**src/rtl/output_buffer.sv**
```systemverilog
// Result buffer: engine writes words by address, start drains words 0..len-1 over valid/ready; OBUF_PARITY_EN adds out_parity.
// First beat 2 cycles after start; 2-deep read-ahead keeps 1 beat/cycle, beats hold stable while out_ready is low.
module output_buffer #(
  parameter int BUFFER_DATA_WIDTH = 16,
  parameter int BUFFER_ADDR_WIDTH = 4
) (
  input  logic                         clk,
  input  logic                         rst,
  input  logic                         wr_en,
  input  logic [BUFFER_ADDR_WIDTH-1:0] wr_addr,
  input  logic [BUFFER_DATA_WIDTH-1:0] wr_data,
  input  logic                         start,
  input  logic [BUFFER_ADDR_WIDTH:0]   drain_len,
  output logic                         out_valid,
  input  logic                         out_ready,
  output logic [BUFFER_DATA_WIDTH-1:0] out_data,
  output logic                         out_last,
  output logic                         busy,
  output logic                         done,
  output logic                         wr_err
`ifdef OBUF_PARITY_EN
  ,
  output logic                         out_parity
`endif
);
  localparam int DEPTH = 1 << BUFFER_ADDR_WIDTH;
  localparam int LW    = BUFFER_ADDR_WIDTH + 1;

  typedef enum logic [1:0] {IDLE, FETCH, STREAM, DONE} state_t;

  state_t                       r_state, w_state_nxt;
  logic [BUFFER_DATA_WIDTH-1:0] r_mem [DEPTH];
  logic [LW-1:0]                r_rd_ptr, r_len;
  logic                         r_wr_err;
  logic                         r_q_vld, r_q_last;
  logic [BUFFER_DATA_WIDTH-1:0] r_q_dat;
  logic                         r_out_vld, r_out_last;
  logic [BUFFER_DATA_WIDTH-1:0] r_out_dat;
  logic                         r_sk_vld, r_sk_last;
  logic [BUFFER_DATA_WIDTH-1:0] r_sk_dat;

  logic          w_busy, w_hs, w_room, w_issue, w_adv, w_from_sk, w_from_q;
  logic [1:0]    w_occ;
  logic [LW-1:0] w_len_clip;

  assign w_busy     = (r_state == FETCH) || (r_state == STREAM);
  assign w_hs       = r_out_vld && out_ready;
  assign w_len_clip = (drain_len > LW'(DEPTH)) ? LW'(DEPTH) : drain_len;
  // Words in flight or buffered may not exceed the two output-side slots.
  assign w_occ      = 2'(r_out_vld) + 2'(r_sk_vld) + 2'(r_q_vld);
  assign w_room     = (w_occ < 2'd2) || (w_hs && (w_occ == 2'd2));
  assign w_issue    = w_busy && (r_rd_ptr < r_len) && w_room;
  assign w_adv      = w_hs || !r_out_vld;
  assign w_from_sk  = w_adv && r_sk_vld;
  assign w_from_q   = w_adv && !r_sk_vld && r_q_vld;

  always_comb begin
    w_state_nxt = r_state;
    case (r_state)
      IDLE:    if (start) w_state_nxt = (drain_len == '0) ? DONE : FETCH;
      FETCH:   w_state_nxt = STREAM;
      STREAM:  if (w_hs && r_out_last) w_state_nxt = DONE;
      DONE:    w_state_nxt = IDLE;
      default: w_state_nxt = IDLE;
    endcase
  end

  always_ff @(posedge clk or posedge rst) begin
    if (rst) begin
      r_state  <= IDLE;
      r_rd_ptr <= '0;
      r_len    <= '0;
      r_wr_err <= 1'b0;
    end else begin
      r_state <= w_state_nxt;
      if ((r_state == IDLE) && start) begin
        r_wr_err <= 1'b0;
        r_rd_ptr <= '0;
        if (drain_len != '0) r_len <= w_len_clip;
      end else begin
        if (wr_en && (r_state != IDLE)) r_wr_err <= 1'b1;
        if (w_issue) r_rd_ptr <= r_rd_ptr + LW'(1);
      end
    end
  end

  always_ff @(posedge clk) begin
    if (wr_en && (r_state == IDLE)) r_mem[wr_addr] <= wr_data;
    if (w_issue) r_q_dat <= r_mem[r_rd_ptr[BUFFER_ADDR_WIDTH-1:0]];
  end

  always_ff @(posedge clk or posedge rst) begin
    if (rst) begin
      r_q_vld  <= 1'b0;
      r_q_last <= 1'b0;
    end else begin
      r_q_vld <= w_issue;
      if (w_issue) r_q_last <= (r_rd_ptr == (r_len - LW'(1)));
    end
  end

  // Output register refills from the skid entry first, so beats stay in address order.
  always_ff @(posedge clk or posedge rst) begin
    if (rst) begin
      r_out_vld  <= 1'b0;
      r_out_dat  <= '0;
      r_out_last <= 1'b0;
      r_sk_vld   <= 1'b0;
      r_sk_dat   <= '0;
      r_sk_last  <= 1'b0;
    end else if (w_adv) begin
      if (r_sk_vld) begin
        r_out_vld  <= 1'b1;
        r_out_dat  <= r_sk_dat;
        r_out_last <= r_sk_last;
        r_sk_vld   <= r_q_vld;
        r_sk_dat   <= r_q_dat;
        r_sk_last  <= r_q_last;
      end else begin
        r_out_vld  <= r_q_vld;
        r_out_last <= r_q_vld && r_q_last;
        if (r_q_vld) r_out_dat <= r_q_dat;
      end
    end else if (r_q_vld) begin
      r_sk_vld  <= 1'b1;
      r_sk_dat  <= r_q_dat;
      r_sk_last <= r_q_last;
    end
  end

`ifdef OBUF_PARITY_EN
  logic r_out_par;

  always_ff @(posedge clk or posedge rst) begin
    if (rst)            r_out_par <= 1'b0;
    else if (w_from_sk) r_out_par <= ^r_sk_dat;
    else if (w_from_q)  r_out_par <= ^r_q_dat;
  end

  assign out_parity = r_out_par;
`else
  logic w_unused_sel;
  assign w_unused_sel = w_from_sk ^ w_from_q;
`endif

  assign out_valid = r_out_vld;
  assign out_data  = r_out_dat;
  assign out_last  = r_out_last;
  assign busy      = w_busy;
  assign done      = (r_state == DONE);
  assign wr_err    = r_wr_err;
endmodule

```
**config.mk**
```make
export PLATFORM = sky130hd
export DESIGN_NAME = output_buffer
export DESIGN_NICKNAME = d
export VERILOG_FILES = /design/src/rtl/output_buffer.sv
export SDC_FILE = /design/constraint.sdc
export NUM_CORES = 1
export LEC_CHECK = 0
export BUFFER_PORTS_ARGS = -buffer_cell sky130_fd_sc_hd__buf_2
export CELL_PAD_IN_SITES_DETAIL_PLACEMENT = 2
export CELL_PAD_IN_SITES_GLOBAL_PLACEMENT = 2
export CORE_MARGIN = 2
export CORE_UTILIZATION = 25
export CTS_CLUSTER_DIAMETER = 200
export DETAILED_ROUTE_END_ITERATION = 6
export PLACE_DENSITY = 0.46
export SYNTH_ARGS = -nofsm -noshare
export SYNTH_HDL_FRONTEND = slang
export SYNTH_SLANG_ARGS = --single-unit
```
**constraint.sdc**
```tcl
create_clock -name clk -period 8.1 [get_ports clk]
set_input_delay 0.81 -clock clk [delete_from_list [all_inputs] [get_ports clk]]
set_output_delay 0.81 -clock clk [all_outputs]
set_load 0.01 [all_outputs]
```
==> results of run 1 <==
-- cell usage after synthesis (4+ instances only) --
master    number  area (um^2)
inv_1         16        60.06
nand2_1       12        45.04
o21ai_0        6        30.03
mux2i_1       32        320.3
mux2_2         7        78.83
buf_4          4        30.03
or4_1          4        30.03
buf_6          5        56.30
nand3_1        4        20.02
edfxtp_1     272         8168
nor2_1        37        138.9
mux4_2        64         1441
o31ai_1        4        30.03
a21oi_1       40        200.2
nor3_1         5        25.02
buf_2          9        45.04
a211oi_1      16        120.1
dfrtp_1       51         1276
mux2_1        10        112.6
ha_1          11        137.6
clkbuf_1      12        45.04
xnor2_1        4        35.03
nor2b_1       18        112.6
-- where the power goes --
| group | internal, uW | switching, uW | total, uW |
|---|---|---|---|
| sequential | 2040 | 172 | 2210 |
| clock | 952 | 650 | 1600 |
| combinational | 560 | 675 | 1230 |
| total | 3550 | 1500 | 5050 |
-- cell families after synthesis --
group / count (synthesis) / synth area share [%]
compound gates: 79 / 3.773
xor+xnor: 5 / 0.3403
fa+ha+maj: 13 / 1.303
buf+inv: 51 / 2.314
flops: 323 / 73.39
mux: 113 / 15.18
simple gates: 95 / 3.705
-- flip-flops by register name, summed over array words and instances, names as in the netlist --
register / count
r_len: 5
r_sk_last: 1
r_sk_dat: 16
wr_err: 1
r_q_last: 1
r_q_vld: 1
r_mem: 256
out_last: 1
r_q_dat: 16
out_data: 16
out_valid: 1
r_sk_vld: 1
r_state: 2
r_rd_ptr: 5
-- worst max path at each step --
stage / from / end / slack, ns / cells past startpoint
6_report: r_sk_vld / r_q_dat[11] / 4.92 / 6
5_1_grt: r_sk_vld / r_q_dat[11] / 4.69 / 6
3_3_place_gp: r_sk_vld / r_q_dat[7] / 4.99 / 6
3_5_place_dp: r_sk_vld / r_q_dat[7] / 4.88 / 6
2_1_floorplan: out_valid / r_q_dat[0] / 5.31 / 6
4_1_cts: r_sk_vld / r_q_dat[11] / 4.86 / 6
-- layer usage --
layer	global-route usage, %	up-vias	wire (um)
met4	3.448	2	624
met5	0	-	13
met3	2.520	48	1165
met1	15.22	3479	13970
met2	21.27	91	16200
li1	-	2864	-
-- worst min-delay path: stages --
cell   delay, ns
buf_2       0.10
inv_2       0.03
buf_4       0.52
-- per-stage QoR --
stage / cells / instance area, um^2 / utilization [%] / hold slack [ns] / worst slack, ns
floorplan: 679 / 12870 / - / 0.4589 / 5.312
global placement: 1396 / 13930 / 27.26 / 0.4732 / 4.985
detailed placement: 1396 / 13930 / 27.26 / 0.4852 / 4.881
CTS: 1464 / 15090 / 29.53 / 0.4639 / 4.863
global route: 1464 / 15090 / 29.53 / 0.5037 / 4.689
finish: 1464 / 15090 / 29.53 / 0.4487 / 4.925
-- cell type report --
cell class | instances | area (um^2) | share of cell area (%)
multi-input cells | 305 | 3149 | 20.87
well taps | 680 | 850.8 | 5.638
clock inverters | 15 | 92.59 | 0.6136
flip-flops and latches | 323 | 9450 | 62.63
repair buffers | 72 | 415.4 | 2.753
inverters | 16 | 60.06 | 0.3980
clock buffers | 53 | 1071 | 7.098
==> results.json, run 1 <==
{
  "status": "finished clean",
  "synth.net_count": 721,
  "grt_usage_pct": 12.19,
  "arrival_ns": 3.38,
  "io_pins": 51,
  "skew_ns": 0.01400,
  "clock_latency_ns": 0.54,
  "wire_per_inst_um": 21.84,
  "synth.distinct_cells": 50,
  "max_freq_ghz": 0.3149,
  "worstMarginPinSlew_ns": 1.138,
  "crit_chain": "inv_1 -> fa_1 -> a31oi_1 -> a2111o_1 -> nor2_1 -> buf_4",
  "holdCritPathClass": "in -> async",
  "cts_num_sinks": 323,
  "cts_made_buffers": 39,
  "cts_root_buffer": "clkbuf_16",
  "avgViaCountPerCell": 4.429,
  "peakVddDrop_mv": 0.1477,
  "worst-r2r-cell-count": 6,
  "layout_common_cells": "272 x edfxtp_1, 64 x mux4_2, 50 x buf_2",
  "netlist_area_mm2": 0.01287,
  "overflow": 0,
  "critPathBufInv": 2,
  "post_cts_buffers": 0,
  "cts_tree": "done",
  "start_util_pct": 25.19,
  "slew_viol_final": 0,
  "chipWidth_um": 230.9,
  "syn_inst": 679,
  "numPortBuffers": 50,
  "gp_congestion": 0.6868,
  "wirelength_um": 31970,
  "die_h_um": 230.9,
  "setup.worst_path.start_class": "flip-flop",
  "nFillCells": 5235,
  "coreArea_mm2": 0.05109,
  "synth_seq_cells": 323,
  "clock_path_buffers": 3,
  "grt_max_degree": 69,
  "period_share_pct": 39.20,
  "cts-hold-fix-buffers": 0,
  "synth_top_flop_cell": "edfxtp_1",
  "slowest_stage": "dfrtp_1",
  "grt_first_pass_wirelength_um": 47450,
  "rsz0062_at_grt": "no",
  "slew_headroom_pct": 24.07,
  "worstReg2RegEnd": "r_q_dat[11]",
  "nets": 799,
  "leakage_uw": 0.004909,
  "power_density_mw_per_mm2": 334.4,
  "critPathRequiredTime_ns": 8.30,
  "crit_family": "flip-flops",
  "layout-drive-gt1-share_pct": 25.89,
  "synth_edf_count": 272,
  "r2r-start": "r_sk_vld",
  "worstSetupEndpointType": "flip-flop",
  "antenna_found_initial": 5,
  "h-tree-depth": 2,
  "crit_type": "reg -> reg",
  "dpl.hpwl_um": 18670,
  "drv_cap": 0,
  "hold_viol_final": 0,
  "cts.repair.resized": 0,
  "clk_pin_slew_ns": 0.06,
  "drt-pass1-iter-count": 4,
  "crit_fanout": 20,
  "design.die.area_mm2": 0.05331,
  "ys_seq_area_share_pct": 73.39,
  "grt_pass1_vias": 7300,
  "rows": 83,
  "period_needed_ns": 3.175,
  "r2r_slack_ns": 4.92,
  "synthArstFlopShare_pct": 15.79,
  "route.detailed.drc": 0,
  "postSynthAreaPerCell_um2": 18.95,
  "drt_iter0_drc": 339,
  "max_stage_delay_ns": 0.95,
  "yosysWarnings": 0,
  "antenna_left": 0,
  "p_total_uw": 5046,
  "area_delta_synth_final_pct": 17.26,
  "tns_ns": 0,
  "final_common_cell": "edfxtp_1",
  "setup_viol": 0,
  "vias": 6484,
  "num_antenna_cells": 0
}
Note: power is estimated with default switching activity, not from simulation.
==> inputs of run 2 (changes only) <==
- clock period: 8.1 -> 3 ns (I/O delays scaled with it)
==> run 2 against run 1 <==
Net effect:
- critical path depth stayed put
- first-iteration DRC count fell by 14%
- clock power increased to 2.7 times the previous value
- worst hold slack got worse by 0.42 ns
- sequential share of layout area is 0.33 points lower
- final cell count is 0.34% higher
- wire length increased by 1.9%
- global-route usage up 0.43 points
- clock-buffer cell count shrank 9
- critical endpoint is now r_q_dat[13]
- non-clock buffer count is 9 higher
==> results.json, run 2 (same netlist as run 1, synthesis figures left out) <==
{
  "status": "finished clean",
  "hold_viol_final": 0,
  "drv_cap": 0,
  "worstMarginPinSlew_ns": 0.9823,
  "layout-drive-gt1-share_pct": 26.62,
  "p_int_uw": 9613,
  "clock_path_buffers": 3,
  "grt_usage_pct": 12.62,
  "peakVddDrop_mv": 0.4375,
  "slew_headroom_pct": 34.51,
  "rsz0062_at_grt": "no",
  "nFillCells": 5226,
  "power_frac_seq_pct": 43.3,
  "wire_per_inst_um": 22.17,
  "skew_ns": 0.008658,
  "overflow": 0,
  "max_freq_ghz": 0.3997,
  "start_util_pct": 25.19,
  "h-tree-depth": 2,
  "crit_chain": "inv_1 -> fa_1 -> a31oi_1 -> a2111o_1 -> nor2_1 -> buf_4",
  "grt_pass1_vias": 7378,
  "antenna_left": 0,
  "crit_type": "reg -> reg",
  "grt_first_pass_wirelength_um": 49110,
  "layout_common_cells": "272 x edfxtp_1, 64 x mux4_2, 50 x buf_2",
  "largest_reg_flops": 256,
  "rows": 83,
  "route.detailed.drc": 0,
  "grt_max_degree": 69,
  "max_stage_delay_ns": 0.56,
  "holdCritPathClass": "in -> reg",
  "clock_latency_ns": 0.53,
  "power_density_mw_per_mm2": 901.4,
  "highest_layer": "met5",
  "area_delta_synth_final_pct": 17.87,
  "arrival_ns": 2.70,
  "cts_num_sinks": 323,
  "leakage_uw": 0.004954,
  "setup.worst_path.start_class": "flip-flop",
  "met1Wirelength_um": 14230,
  "num_antenna_cells": 0,
  "slew_viol_final": 0,
  "slowest_stage": "a2111o_1",
  "p_total_uw": 13670,
  "period_share_pct": 83.39,
  "met3_length_um": 1266,
  "critPathLaunch": "out_valid",
  "cts_made_buffers": 36,
  "drt_iter0_drc": 292,
  "met2_length_um": 16220,
  "design.die.area_mm2": 0.05331,
  "nets": 805,
  "gp_congestion": 0.6830,
  "hold_start": "out_ready",
  "cts_root_buffer": "clkbuf_16",
  "r2r-start": "out_valid",
  "vias": 6484,
  "dpl.hpwl_um": 19340,
  "wirelength_um": 32570,
  "crit_fanout": 17,
  "switchingPower_uw": 4059,
  "tns_ns": 0,
  "final_common_cell": "edfxtp_1",
  "critPathRequiredTime_ns": 3.20,
  "swShare_pct": 29.69,
  "drt-pass1-iter-count": 4,
  "coreArea_mm2": 0.05109,
  "setup_slack_ns": 0.4984,
  "numPortBuffers": 50,
  "post-place-ws_ns": 0.4636,
  "avgViaCountPerCell": 4.414,
  "power_frac_comb_pct": 25.5,
  "io_pins": 51,
  "largest-register": "r_mem",
  "cts.repair.resized": 0,
  "setup_viol": 0,
  "antenna_found_initial": 4,
  "period_needed_ns": 2.502,
  "die_h_um": 230.9,
  "cts_tree": "done",
  "clock_power_share_pct": 31.1,
  "chipWidth_um": 230.9,
  "worstSetupEndpointType": "flip-flop",
  "clk_pin_slew_ns": 0.06
}
run 2: cell count changes in the layout (fill, tap and decap cells not counted):
cell / previous run / this run
bufinv_16: 1 / 3
buf_12: 0 / 4
dlygate4sd3_1: 0 / 2
clkinv_4: 0 / 1
clkbuf_16: 41 / 37
clkinv_2: 5 / 7
clkinvlp_4: 1 / 0
clkbuf_1: 12 / 7
clkinv_1: 8 / 9
buf_4: 22 / 25
run 2: per-layer routing:
layer	vias up	global-route usage, %
li1	2872	-
met1	3452	15.79
met2	103	21.73
met3	55	2.532
met4	2	4.254
met5	-	0
run 2: worst paths after layout:
path | to | slack (ns) | cells after the start
worst max-delay path | r_q_dat[13] | 0.50 | 6
min in group asynchronous | out_last | 0.45 | 3
worst min-delay path | out_valid | 0.03 | 2
worst min register to register | r_sk_dat[9] | 0.49 | 1
worst max register to register | r_q_dat[13] | 0.50 | 6
max in group asynchronous | out_data[5] | 1.81 | 4
run 2: final cells by class:
cell class | count | area [um^2] | share of cell area [%]
clock inverters | 20 | 167.7 | 1.105
clock buffers | 44 | 952.2 | 6.277
repair buffers | 81 | 538.0 | 3.547
inverters | 16 | 60.06 | 0.3959
multi-input cells | 305 | 3149 | 20.76
flip-flops and latches | 323 | 9450 | 62.30
well taps | 680 | 850.8 | 5.609
run 2: worst max-delay path, delay by kind of cell (launching register included):
family	cells	cell delay [ns]
compound gates	2	0.65
fa+ha+maj	1	0.54
buf+inv	2	0.43
flops	1	0.39
simple gates	1	0.15
run 2: power by group through the flow:
stage / Combinational (uW) / Sequential (uW) / Clock (uW)
CTS: 3630 / 5950 / 4430
detailed placement: 3610 / 6040 / 0
floorplan: 2610 / 5840 / 0
finish: 3490 / 5920 / 4260
global placement: 3510 / 6000 / 0
global route: 3920 / 6030 / 4580
run 2: what timing repair did:
item,in CTS,in global routing
hold buffers,2,0
hold endpoints to repair,35,0
setup buffers,0,0
run 2: through the flow:
step	std cells	hold slack (ns)	cell area (um^2)	utilization, %
after floorplan	679	0.3946	12870	-
after global placement	1403	0.4728	14030	27.46
after detailed placement	1403	0.4825	14030	27.46
after CTS	1469	0.004768	15170	29.69
after global routing	1469	0.01445	15170	29.69
final	1469	0.02542	15170	29.69
==> inputs of run 3 (changes only) <==
- ABC_AREA: not set -> 1
- PLACE_DENSITY: 0.46 -> 0.51
- clock period: 3 -> 2.6 ns (I/O delays scaled with it)
==> run 3 against run 2 <==
Net effect:
- register-to-register slack is essentially flat
- wire length is 24% higher
- synthesized cell count rose by 79%
- critical path type unchanged
==> results.json, run 3 <==
{
  "status": "finished clean",
  "gp_congestion": 0.6986,
  "p_int_uw": 11500,
  "p_total_uw": 17610,
  "grt_first_pass_wirelength_um": 62320,
  "worstSetupEndpointType": "flip-flop",
  "cts.repair.resized": 0,
  "max_stage_delay_ns": 0.40,
  "design.die.area_mm2": 0.05553,
  "holdCritPathClass": "in -> reg",
  "coreArea_mm2": 0.05276,
  "synth_edf_count": 272,
  "tns_ns": 0,
  "grt_pass1_vias": 9800,
  "clock_latency_ns": 0.56,
  "nFillCells": 5734,
  "switchingPower_uw": 6116,
  "yosysTopAreaCell": "edfxtp_1",
  "postSynthAreaPerCell_um2": 11.04,
  "yosysWarnings": 0,
  "drv_cap": 0,
  "path_common_cell": "inv_1",
  "drt-pass1-iter-count": 6,
  "ys_seq_area_share_pct": 70.40,
  "power_density_mw_per_mm2": 1099,
  "final_common_cell": "nor2_1",
  "chipWidth_um": 235.7,
  "grt_usage_pct": 14.79,
  "largest_reg_flops": 256,
  "clock_path_buffers": 3,
  "area_delta_synth_final_pct": 19.51,
  "layout-drive-gt1-share_pct": 13.01,
  "grt_max_degree": 104,
  "max_freq_ghz": 0.4750,
  "route.detailed.drc": 0,
  "setup.worst_path.start_class": "flip-flop",
  "slowest_stage": "dfrtp_1",
  "synth.net_count": 1257,
  "leakage_uw": 0.006041,
  "yosysTopAreaCellShare_pct": 60.88,
  "clk_pin_slew_ns": 0.06,
  "cts-hold-fix-buffers": 6,
  "cts_tree": "done",
  "netlist_area_mm2": 0.01342,
  "antenna_found_initial": 0,
  "setup_slack_ns": 0.4947,
  "wirelength_um": 40310,
  "cts_made_buffers": 41,
  "crit_fanout": 16,
  "peakVddDrop_mv": 0.5902,
  "worstMarginPinSlew_ns": 0.7944,
  "avgViaCountPerCell": 4.464,
  "yosys-top-cells-area": "edfxtp_1 61%, dfrtp_1 9.5%, nor2_1 8.4%, nand2_1 5.3%, o21ai_0 4.1%",
  "io_pins": 51,
  "vias": 9009,
  "hold_viol_final": 0,
  "setup_viol": 0,
  "slew_headroom_pct": 46.72,
  "rsz0062_at_grt": "no",
  "num_antenna_cells": 0,
  "power_frac_seq_pct": 38.7,
  "antenna_left": 0,
  "skew_ns": 0.01631,
  "swShare_pct": 34.72,
  "arrival_ns": 2.32,
  "crit_type": "reg -> reg",
  "post_cts_buffers": 0,
  "crit_chain": "inv_1 -> ha_1 -> nand2_1 -> inv_1 -> nand3_1 -> nor2_2 -> buf_4",
  "synth.distinct_cells": 29,
  "largest-register": "r_mem",
  "synthArstFlopShare_pct": 15.79,
  "rows": 84,
  "power_frac_comb_pct": 28.5,
  "nets": 1342,
  "cts_root_buffer": "clkbuf_16",
  "numPortBuffers": 50,
  "period_share_pct": 80.97,
  "die_h_um": 235.7,
  "period_needed_ns": 2.105,
  "syn_inst": 1215,
  "slew_viol_final": 0,
  "synth_top_flop_cell": "edfxtp_1",
  "drt_iter0_drc": 552,
  "clock_power_share_pct": 32.9,
  "overflow": 0,
  "cts_num_sinks": 323,
  "critPathRequiredTime_ns": 2.82,
  "synth_seq_cells": 323,
  "ys_top_cells_by_count": "300 x nor2_1, 272 x edfxtp_1, 191 x nand2_1",
  "yosysMostFrequentCell": "nor2_1",
  "h-tree-depth": 2,
  "post-place-ws_ns": 0.4986,
  "dpl.hpwl_um": 24170,
  "layout_common_cells": "291 x nor2_1, 272 x edfxtp_1, 191 x nand2_1",
  "wire_per_inst_um": 19.98,
  "start_util_pct": 25.43
}
==> run 3: changes by cell type in the layout (fill, tap and decap cells not counted), sizes merged, moves of 36 or more <==
cell,before,now
mux4,64,0
nor2,37,302
inv,16,65
nand3,4,73
nand2,12,191
o21ai,8,159
a21oi,41,5
==> run 3: routing by layer <==
layer	up-vias	routed length (um)	GRT usage, %
met3	52	1214	2.310
met4	0	943	4.710
li1	4299	-	-
met1	4551	19570	20.31
met5	-	0	0
met2	107	18580	23.92
==> run 3: path summary, 6_finish.rpt <==
| check | from | depth (start not counted) | to | slack, ns |
|---|---|---|---|---|
| min in group asynchronous | rst | 4 | out_data[15] | 0.29 |
| hold / removal | out_ready | 4 | out_valid | 0.07 |
| setup / recovery | r_state[1] | 7 | r_mem[5][8] | 0.49 |
| hold reg to reg | r_sk_dat[0] | 2 | r_sk_dat[0] | 0.49 |
| max in group asynchronous | rst | 4 | r_rd_ptr[0] | 1.99 |
| setup reg to reg | r_state[1] | 7 | r_mem[5][8] | 0.49 |
==> run 3: metrics by stage <==
| step | hold WS (ns) | cell area [um^2] | util (%) | instances |
|---|---|---|---|---|
| final | 0.06801 | 16030 | 30.39 | 2018 |
| after global routing | 0.09310 | 16030 | 30.39 | 2018 |
| after CTS | 0.03531 | 16030 | 30.39 | 2018 |
| after detailed placement | 0.3453 | 14630 | 27.73 | 1939 |
| after global placement | 0.3448 | 14610 | 27.70 | 1938 |
| after floorplan | 0.3589 | 13420 | - | 1215 |
==> run 3: power by group through the flow <==
stage	sequential [uW]	clock [uW]	combinational [uW]
after global placement	6930	0	5060
after CTS	6850	5970	5210
final	6820	5790	5010
after floorplan	6770	0	3380
after global routing	6910	6180	5810
after detailed placement	6950	0	5160
==> run 3: area by class of cell <==
type                       count  area, um^2  share of cell area, %
timing repair buffer         101       730.7                  4.558
sequential                   323        9449                  58.94
clock buffer                  50        1080                  6.735
multi-input combinational    766        3396                  21.18
inverter                      67       252.7                  1.576
clock inverter                23       264.0                  1.647
tap                          688       860.8                  5.369
==> run 3: kinds of logic (layout without fill, tap and decap cells) <==
kind of cell	Yosys count	in the layout	synth area share, %
compound gates	184	184	7.135
xor+xnor	3	3	0.1959
fa+ha+maj	12	12	1.175
buf+inv	126	241	4.458
flops	323	323	70.40
simple gates	567	567	16.64
==> run 3: worst max-delay path: cells and delay by family (launching register included) <==
kind	cells	cell delay, ns
adder cells (fa/ha/maj)	1	0.21
buffers and inverters	3	0.62
flip-flops	1	0.40
AND/OR/NAND/NOR	3	0.54
